--- src/rtl/pipe_exe_md_pkg.sv ---
// Shared definitions for the execute-stage multiply/divide unit.
package pipe_exe_md_pkg;

    localparam int unsigned DEF_WIDTH = 32;

    typedef enum logic [1:0] {
        ST_IDLE = 2'd0,
        ST_MUL  = 2'd1,
        ST_DIV  = 2'd2,
        ST_DONE = 2'd3
    } state_e;

    // LO value left by a divide with a zero divisor
    localparam logic [DEF_WIDTH-1:0] DIV0_LO = 32'hFFFF_FFFF;

endpackage

--- src/rtl/pipe_exe_md_div_core.sv ---
// Iterative restoring unsigned divider: one quotient bit per step, WIDTH steps.
module pipe_exe_md_div_core
    import pipe_exe_md_pkg::*;
#(
    parameter int unsigned WIDTH = DEF_WIDTH
) (
    input  logic             clk,
    input  logic             rst,
    input  logic             start,
    input  logic             step,
    input  logic [WIDTH-1:0] dividend,
    input  logic [WIDTH-1:0] divisor,
    output logic [WIDTH-1:0] quot_nxt_c,
    output logic [WIDTH-1:0] rem_nxt_c,
    output logic             done_c
);

    localparam int unsigned CW = $clog2(WIDTH);

    logic [WIDTH-1:0] quot_q;
    logic [WIDTH-1:0] rem_q;
    logic [WIDTH-1:0] divisor_q;
    logic [CW-1:0]    count_q;
    logic [WIDTH:0]   rem_shift;
    logic [WIDTH:0]   diff;

    // Trial subtraction; the remainder stays below the divisor, so diff[WIDTH] is a clean borrow
    always_comb begin
        rem_shift  = {rem_q, quot_q[WIDTH-1]};
        diff       = rem_shift - {1'b0, divisor_q};
        rem_nxt_c  = diff[WIDTH-1:0];
        quot_nxt_c = {quot_q[WIDTH-2:0], 1'b1};
        if (diff[WIDTH]) begin
            rem_nxt_c  = rem_shift[WIDTH-1:0];
            quot_nxt_c = {quot_q[WIDTH-2:0], 1'b0};
        end
    end

    assign done_c = step && (count_q == CW'(WIDTH - 1));

    always_ff @(posedge clk) begin
        if (!rst) begin
            quot_q    <= '0;
            rem_q     <= '0;
            divisor_q <= '0;
            count_q   <= '0;
        end else if (start) begin
            quot_q    <= dividend;
            rem_q     <= '0;
            divisor_q <= divisor;
            count_q   <= '0;
        end else if (step) begin
            quot_q    <= quot_nxt_c;
            rem_q     <= rem_nxt_c;
            count_q   <= count_q + CW'(1);
        end
    end

endmodule

--- src/rtl/pipe_exe_md.sv ---
// Execute-stage multiply/divide unit with HI/LO registers and upstream stall.
module pipe_exe_md
    import pipe_exe_md_pkg::*;
#(
    parameter int unsigned WIDTH = DEF_WIDTH
) (
    input  logic             clk,
    input  logic             rst,
    input  logic [WIDTH-1:0] a,
    input  logic [WIDTH-1:0] b,
    input  logic             mult,
    input  logic             multu,
    input  logic             div,
    input  logic             divu,
    input  logic             mthi,
    input  logic             mtlo,
    input  logic             mfhi,
    input  logic             mflo,
    input  logic             flush,
    output logic             stall,
    output logic             busy,
    output logic [WIDTH-1:0] hilo_rdata,
    output logic [WIDTH-1:0] hi,
    output logic [WIDTH-1:0] lo
);

    state_e           state;
    logic [WIDTH-1:0] op_a;
    logic [WIDTH-1:0] op_b;
    logic             op_signed;
    logic [WIDTH-1:0] a_orig;
    logic             div_by_zero;
    logic             neg_q;
    logic             neg_r;

    logic             mul_req;
    logic             div_req;
    logic             accept_div;
    logic             div_step;
    logic [WIDTH-1:0] a_mag;
    logic [WIDTH-1:0] b_mag;
    logic [2*WIDTH-1:0] ext_a;
    logic [2*WIDTH-1:0] ext_b;
    logic [2*WIDTH-1:0] product;
    logic [WIDTH-1:0] quot_nxt;
    logic [WIDTH-1:0] rem_nxt;
    logic [WIDTH-1:0] quot_fix;
    logic [WIDTH-1:0] rem_fix;
    logic             div_done;

    assign mul_req    = mult | multu;
    assign div_req    = div | divu;
    assign accept_div = (state == ST_IDLE) && div_req && !flush;
    assign div_step   = (state == ST_DIV) && !flush;

    // Stall covers the accept cycle and the whole operation; a flush releases it immediately
    assign stall = !flush && (((state == ST_IDLE) && (mul_req || div_req)) ||
                              (state == ST_MUL) || (state == ST_DIV));
    assign busy       = (state != ST_IDLE);
    assign hilo_rdata = mfhi ? hi : lo;

    // Signed divide works on magnitudes; signs are restored on the final step
    assign a_mag = (div && a[WIDTH-1]) ? -a : a;
    assign b_mag = (div && b[WIDTH-1]) ? -b : b;

    always_comb begin
        ext_a   = op_signed ? {{WIDTH{op_a[WIDTH-1]}}, op_a} : {{WIDTH{1'b0}}, op_a};
        ext_b   = op_signed ? {{WIDTH{op_b[WIDTH-1]}}, op_b} : {{WIDTH{1'b0}}, op_b};
        product = ext_a * ext_b;
    end

    assign quot_fix = neg_q ? -quot_nxt : quot_nxt;
    assign rem_fix  = neg_r ? -rem_nxt : rem_nxt;

    pipe_exe_md_div_core #(
        .WIDTH      (WIDTH)
    ) u_div_core (
        .clk        (clk),
        .rst        (rst),
        .start      (accept_div),
        .step       (div_step),
        .dividend   (a_mag),
        .divisor    (b_mag),
        .quot_nxt_c (quot_nxt),
        .rem_nxt_c  (rem_nxt),
        .done_c     (div_done)
    );

    always_ff @(posedge clk) begin
        if (!rst) begin
            state       <= ST_IDLE;
            hi          <= '0;
            lo          <= '0;
            op_a        <= '0;
            op_b        <= '0;
            op_signed   <= 1'b0;
            a_orig      <= '0;
            div_by_zero <= 1'b0;
            neg_q       <= 1'b0;
            neg_r       <= 1'b0;
        end else begin
            case (state)
                ST_IDLE: begin
                    if (!flush) begin
                        if (mul_req) begin
                            op_a      <= a;
                            op_b      <= b;
                            op_signed <= mult;
                            state     <= ST_MUL;
                        end else if (div_req) begin
                            a_orig      <= a;
                            div_by_zero <= (b == '0);
                            neg_q       <= div && (a[WIDTH-1] ^ b[WIDTH-1]);
                            neg_r       <= div && a[WIDTH-1];
                            state       <= ST_DIV;
                        end else if (mthi) begin
                            hi <= a;
                        end else if (mtlo) begin
                            lo <= a;
                        end
                    end
                end
                ST_MUL: begin
                    if (flush) begin
                        state <= ST_IDLE;
                    end else begin
                        {hi, lo} <= product;
                        state    <= ST_DONE;
                    end
                end
                ST_DIV: begin
                    if (flush) begin
                        state <= ST_IDLE;
                    end else if (div_done) begin
                        // A zero divisor bypasses the sign fixup entirely
                        if (div_by_zero) begin
                            lo <= WIDTH'(DIV0_LO);
                            hi <= a_orig;
                        end else begin
                            lo <= quot_fix;
                            hi <= rem_fix;
                        end
                        state <= ST_DONE;
                    end
                end
                ST_DONE: begin
                    state <= ST_IDLE;
                end
                default: begin
                    state <= ST_IDLE;
                end
            endcase
        end
    end

    // Decode never issues more than one control strobe per instruction
    always_ff @(posedge clk) begin
        if (rst) begin
            assert ($onehot0({mult, multu, div, divu, mthi, mtlo, mfhi, mflo}));
        end
    end

endmodule

--- config.mk ---
export PLATFORM = sky130hd
export DESIGN_NAME = pipe_exe_md
export DESIGN_NICKNAME = d
export VERILOG_FILES = /design/src/rtl/pipe_exe_md_pkg.sv /design/src/rtl/pipe_exe_md_div_core.sv /design/src/rtl/pipe_exe_md.sv
export SDC_FILE = /design/constraint.sdc
export NUM_CORES = 2
export LEC_CHECK = 0
export ABC_AREA = 1
export ABC_CLOCK_PERIOD_IN_PS = 25200
export CELL_PAD_IN_SITES_DETAIL_PLACEMENT = 1
export CELL_PAD_IN_SITES_GLOBAL_PLACEMENT = 1
export CORE_UTILIZATION = 39
export CTS_CLUSTER_DIAMETER = 150
export DETAILED_ROUTE_END_ITERATION = 6
export PLACE_DENSITY_LB_ADDON = 0.1
export SYNTH_ARGS = -nofsm -noshare
export SYNTH_HDL_FRONTEND = slang
export SYNTH_HIERARCHICAL = 1
export SYNTH_SLANG_ARGS = --single-unit
export TNS_END_PERCENT = 100
--- constraint.sdc ---
create_clock -name clk -period 25.2 [get_ports clk]
set_clock_uncertainty 0.05 [all_clocks]
set_input_delay 7.56 -clock clk [delete_from_list [all_inputs] [get_ports clk]]
set_output_delay 7.56 -clock clk [all_outputs]
set_load 0.03 [all_outputs]
======== Yosys cells after proc, flatten, opt, wreduce, memory -nomap -nowiden ========
Cells that the tools add are included.
storage, ports and cells
  flip-flop bits (word level) ............. 267
  logic and storage cells ................. 103
  output and inout bits ................... 98
operators by class
  muxes and demuxes ....................... 37
  $add $sub $neg .......................... 6
  multiply operators ...................... 1
  equal/unequal tests ..................... 15
  bitwise logic cells ..................... 6
  reductions and logical operators ........ 24
operators by type and width
  kind                                                 number
  2-to-1 mux 32 bit                                    25
  case mux 32 bit (3 select lines)                     2
  2-to-1 mux 64 bit                                    2
  negation 32 bit                                      4
  multiplier 64 x 64 -> 64 bit                         1
  subtractor 33 x 32 -> 33 bit                         1
  logical NOT 32 bit                                   1
  inequality test 2 bit, second input constant         9
  2-to-1 mux 2 bit                                     6
  logical AND 1 bit                                    9
  AND reduction 9 bit                                  1
  case mux 2 bit (4 select lines)                      1
  AND reduction 8 bit                                  1
  inequality test 3 bit, second input constant         2
  AND reduction 3 bit                                  2
  adder 5 x 1 -> 5 bit, second input constant          1
  equality test 5 bit, second input constant           1
  equality test 2 bit, second input constant           2
  AND reduction 4 bit                                  1
  nonzero test 2 bit                                   2
  logical OR 1 bit                                     3
  inverter 1 bit                                       3
  nonzero test 3 bit                                   1
  equality test 2 x 1 -> 1 bit, second input constant  1
  other kinds (6)                                      7

======== Logic depth before layout (Yosys ltp) ========
  depth in word-level cells ............... 8
  gate-level depth with buffers ........... 45

======== Modules after synthesis ========
Netlist, hierarchy kept.
by module, submodules not included
  module                area an instance (um2)  cells each  seq. area each (um2)  times used
  pipe_exe_md           60681.9                 7879        3323.2                1
  pipe_exe_md_div_core  7568.5                  1280        2021.9                1

======== Worst setup path before layout ========
No wires, ideal clock.
  kind .................................... input port to output port
  from .................................... input port mfhi
  to ...................................... output port hilo_rdata[0]
  setup slack ............................. 9.134 ns
  arrival time ............................ 8.456 ns
  cell stages on the path ................. 2
  path through ............................ clkbuf_1 o21ai_0
between the ends
  word-level cells in the longest chain between the ends .. 1
RTL lines
  what                line               RTL
  start: declaration  pipe_exe_md.sv:17  input logic mfhi,
  2-to-1 mux 32 bit   pipe_exe_md.sv:60  assign hilo_rdata = mfhi ? hi : lo;
  end: declaration    pipe_exe_md.sv:22  output logic [WIDTH-1:0] hilo_rdata,
Every way passes these cells.

======== Final worst setup path ========
  from .................................... input port div
  to ...................................... output port stall
between the ends
  word-level cells in the longest chain between the ends .. 6
RTL lines
  what                line               RTL
  start: declaration  pipe_exe_md.sv:13  input logic div,
  bitwise OR 1 bit    pipe_exe_md.sv:52  assign div_req = div | divu;
  logical OR 1 bit    pipe_exe_md.sv:57  assign stall = !flush && (((state == ST_IDLE) && (mul_req || div_req)) ||
  logical AND 1 bit   pipe_exe_md.sv:57
  logical OR 1 bit    pipe_exe_md.sv:57
  logical OR 1 bit    pipe_exe_md.sv:58  (state == ST_MUL) || (state == ST_DIV));
  logical AND 1 bit   pipe_exe_md.sv:57
  end: declaration    pipe_exe_md.sv:20  output logic stall,
Every way passes these cells.

==> run metrics <==
Num CTS Buffers=31; status=complete, no violations; Setup TNS=0 ns; Cells after Synth=9159; initial core utilization=39.3%; drt initial violations=3807; hold depth=2; Async SR Flop Fraction=0%; synthesized flop and latch total=267; Avg Inst Size Synth=7.45 sq um; Die Area=0.177 sq mm; placed cell area=0.0719 sq mm; final setup fails=0; multi-input logic area=0.0511 sq mm; Cells after DPL=11334; First-pass DRT Iterations=6; Crit Path Class=input port to primary output; Final HPWL DP=220000 microns; Reg2Reg Launch Point=op_a[31]; antenna violations before repair=8; final instance area=0.0731 sq mm; CP startpoint kind=input port; Max Cap Violations=0; Max Root-Sink Buffers=3; period utilization=68.0%; Worst EP arrival=9.52 ns; CTS resizes=0; Area growth syn-to-layout=7.05%; maximum VDD drop=0.000115 V; placement row count=153; Root Buffer=clkbuf_16; largest net degree at the start of global routing=90; R2R depth=30; postcts setup bufs=0; syn nets=11003; Clock Latency Late Sink=0.66 ns; GRT Overall Usage=31.1%; CTS tree=built; core area=0.174 sq mm; leakage=41.3 nW; Required @ worst endpoint=17.59 ns; Min-Delay Startpoint=a_orig[0]; Final Wtd Congestion=0.966; IO Port Bufs=171; Non-Filler Instances=11396; layout cells sized above 1=3.72%; FF/Latch Area=0.00535 sq mm; clock sinks=267; most common cell after layout, fill and taps aside=inv_1; synth unique cells=63; RSZ-0062 raised after global routing=false; Syn Std Cell Area=0.0683 sq mm; Worst setup EP type=primary output; worst hold path type=flop to flop; Clock transition at path regs=0.07 ns; Yosys warnings=6; sequential area share after synthesis=7.83%; DRC errors left=0; Synth area leader=fa_1; number of global-route vias before repair=63001; I/O Pins=173; die height=420 microns; WHS=0.411 ns; worst-path maximum fanout=6; die width=420 microns; Max Slew Vio Count=0; number of flops mapped to enable cells by yosys=0; top_reg_cell synth=dfxtp_1; max_slew headroom=18.5%; most frequent cells in the layout=2645 x inv_1, 2013 x nand2_1, 1420 x fa_1; Nets=10886; CTS Hold Bufs=0; fill count=21668; total gr overflow=0; PD cells=84.7 mW/mm^2; global-route wire length before repair=406000 microns; post-route ant nets=0; Hold Vio Cnt, Final=0; fmax=58.4 MHz; Vias/cell=5.07; H-tree Lvls=1; drt total wl=268000 microns; drt wl/cell=23.6 microns; routed via count=57805; Setup crit start=div; Tmin final=17.13 ns; Synth area leaders=fa_1 42%, inv_1 15%, nand2_1 11%; Yosys top cell area share=41.7%; worst-margin pin slew=1.22 ns
-- state kept, by name (all words and copies together), names as in the netlist, 2 cells and up --
register and count:
u_div_core/quot_q 32, hi 32, u_div_core/count_q 5, state 2, u_div_core/divisor_q 32, op_a 32
op_b 32, u_div_core/rem_q 32, a_orig 32, lo 32
-- stage by stage --
| stage | util [%] | setup WS (ns) | power, mW |
|---|---|---|---|
| after CTS | 42.0 | 8.03 | 6.18 |
| after global placement | 41.4 | 8.05 | 5.54 |
| after global routing | 42.0 | 7.94 | 6.64 |
| after detailed placement | 41.4 | 8.04 | 5.59 |
| final | 42.0 | 8.07 | 6.19 |
| after floorplan | - | 9.13 | 3.56 |
-- cell usage after synthesis, drive strengths merged, types with 24 or more instances --
master	count
inv	2662
nand2	2035
fa	1420
nor2	574
o21ai	410
clkbuf	361
ha	349
a21oi	324
dfxtp	267
nand3	240
xor2	85
buf	74
nor3	58
or2	43
nand4	34
a31oi	31
xnor2	31
mux2	24
-- path summary, 6_finish.rpt --
path | endpoint | slack [ns]
worst max-delay path | stall | 8.07
worst min register to register | a_orig[0] | 0.41
worst max register to register | hi[12] | 13.60
worst min-delay path | a_orig[0] | 0.41
-- worst max-delay path, cell delays in order --
cell	delay, ns
clkdlybuf4s50_1	0.78
nor2_1	0.14
nor2_1	0.12
inv_1	0.08
a31oi_1	0.14
clkdlybuf4s50_1	0.70
-- power breakdown --
group	switching, mW	internal, mW
Sequential	0.0699	0.492
Combinational	3.57	1.53
Clock	0.229	0.302
-- metal layers --
layer / routed length (microns) / up-vias / track usage [%]
met5: 23 / - / 0
met4: 10100 / 4 / 9.83
met3: 11500 / 305 / 2.59
met2: 127000 / 1336 / 51.7
met1: 120000 / 30140 / 43.0
li1: - / 26020 / -
-- logic make-up after synthesis --
logic type | Yosys count | share of synthesized area (%)
AOI/OAI and AO/OA | 865 | 6.89
xor gates and xnor gates | 116 | 1.49
adders and majority gates | 1769 | 48.0
buffers and inverters | 3101 | 17.3
DFF | 267 | 7.83
muxes | 24 | 0.396
and+or+nand+nor | 3017 | 18.0
-- final cells by class --
type | count | area share (%)
well taps | 2325 | 3.98
diodes | 4 | 0.0137
inverters | 2666 | 13.7
flip-flops and latches | 267 | 7.33
clock inverters | 17 | 0.368
multi-input cells | 5791 | 69.9
repair buffers | 285 | 3.51
clock buffers | 41 | 1.17
Power figures use the tool's default switching activity.
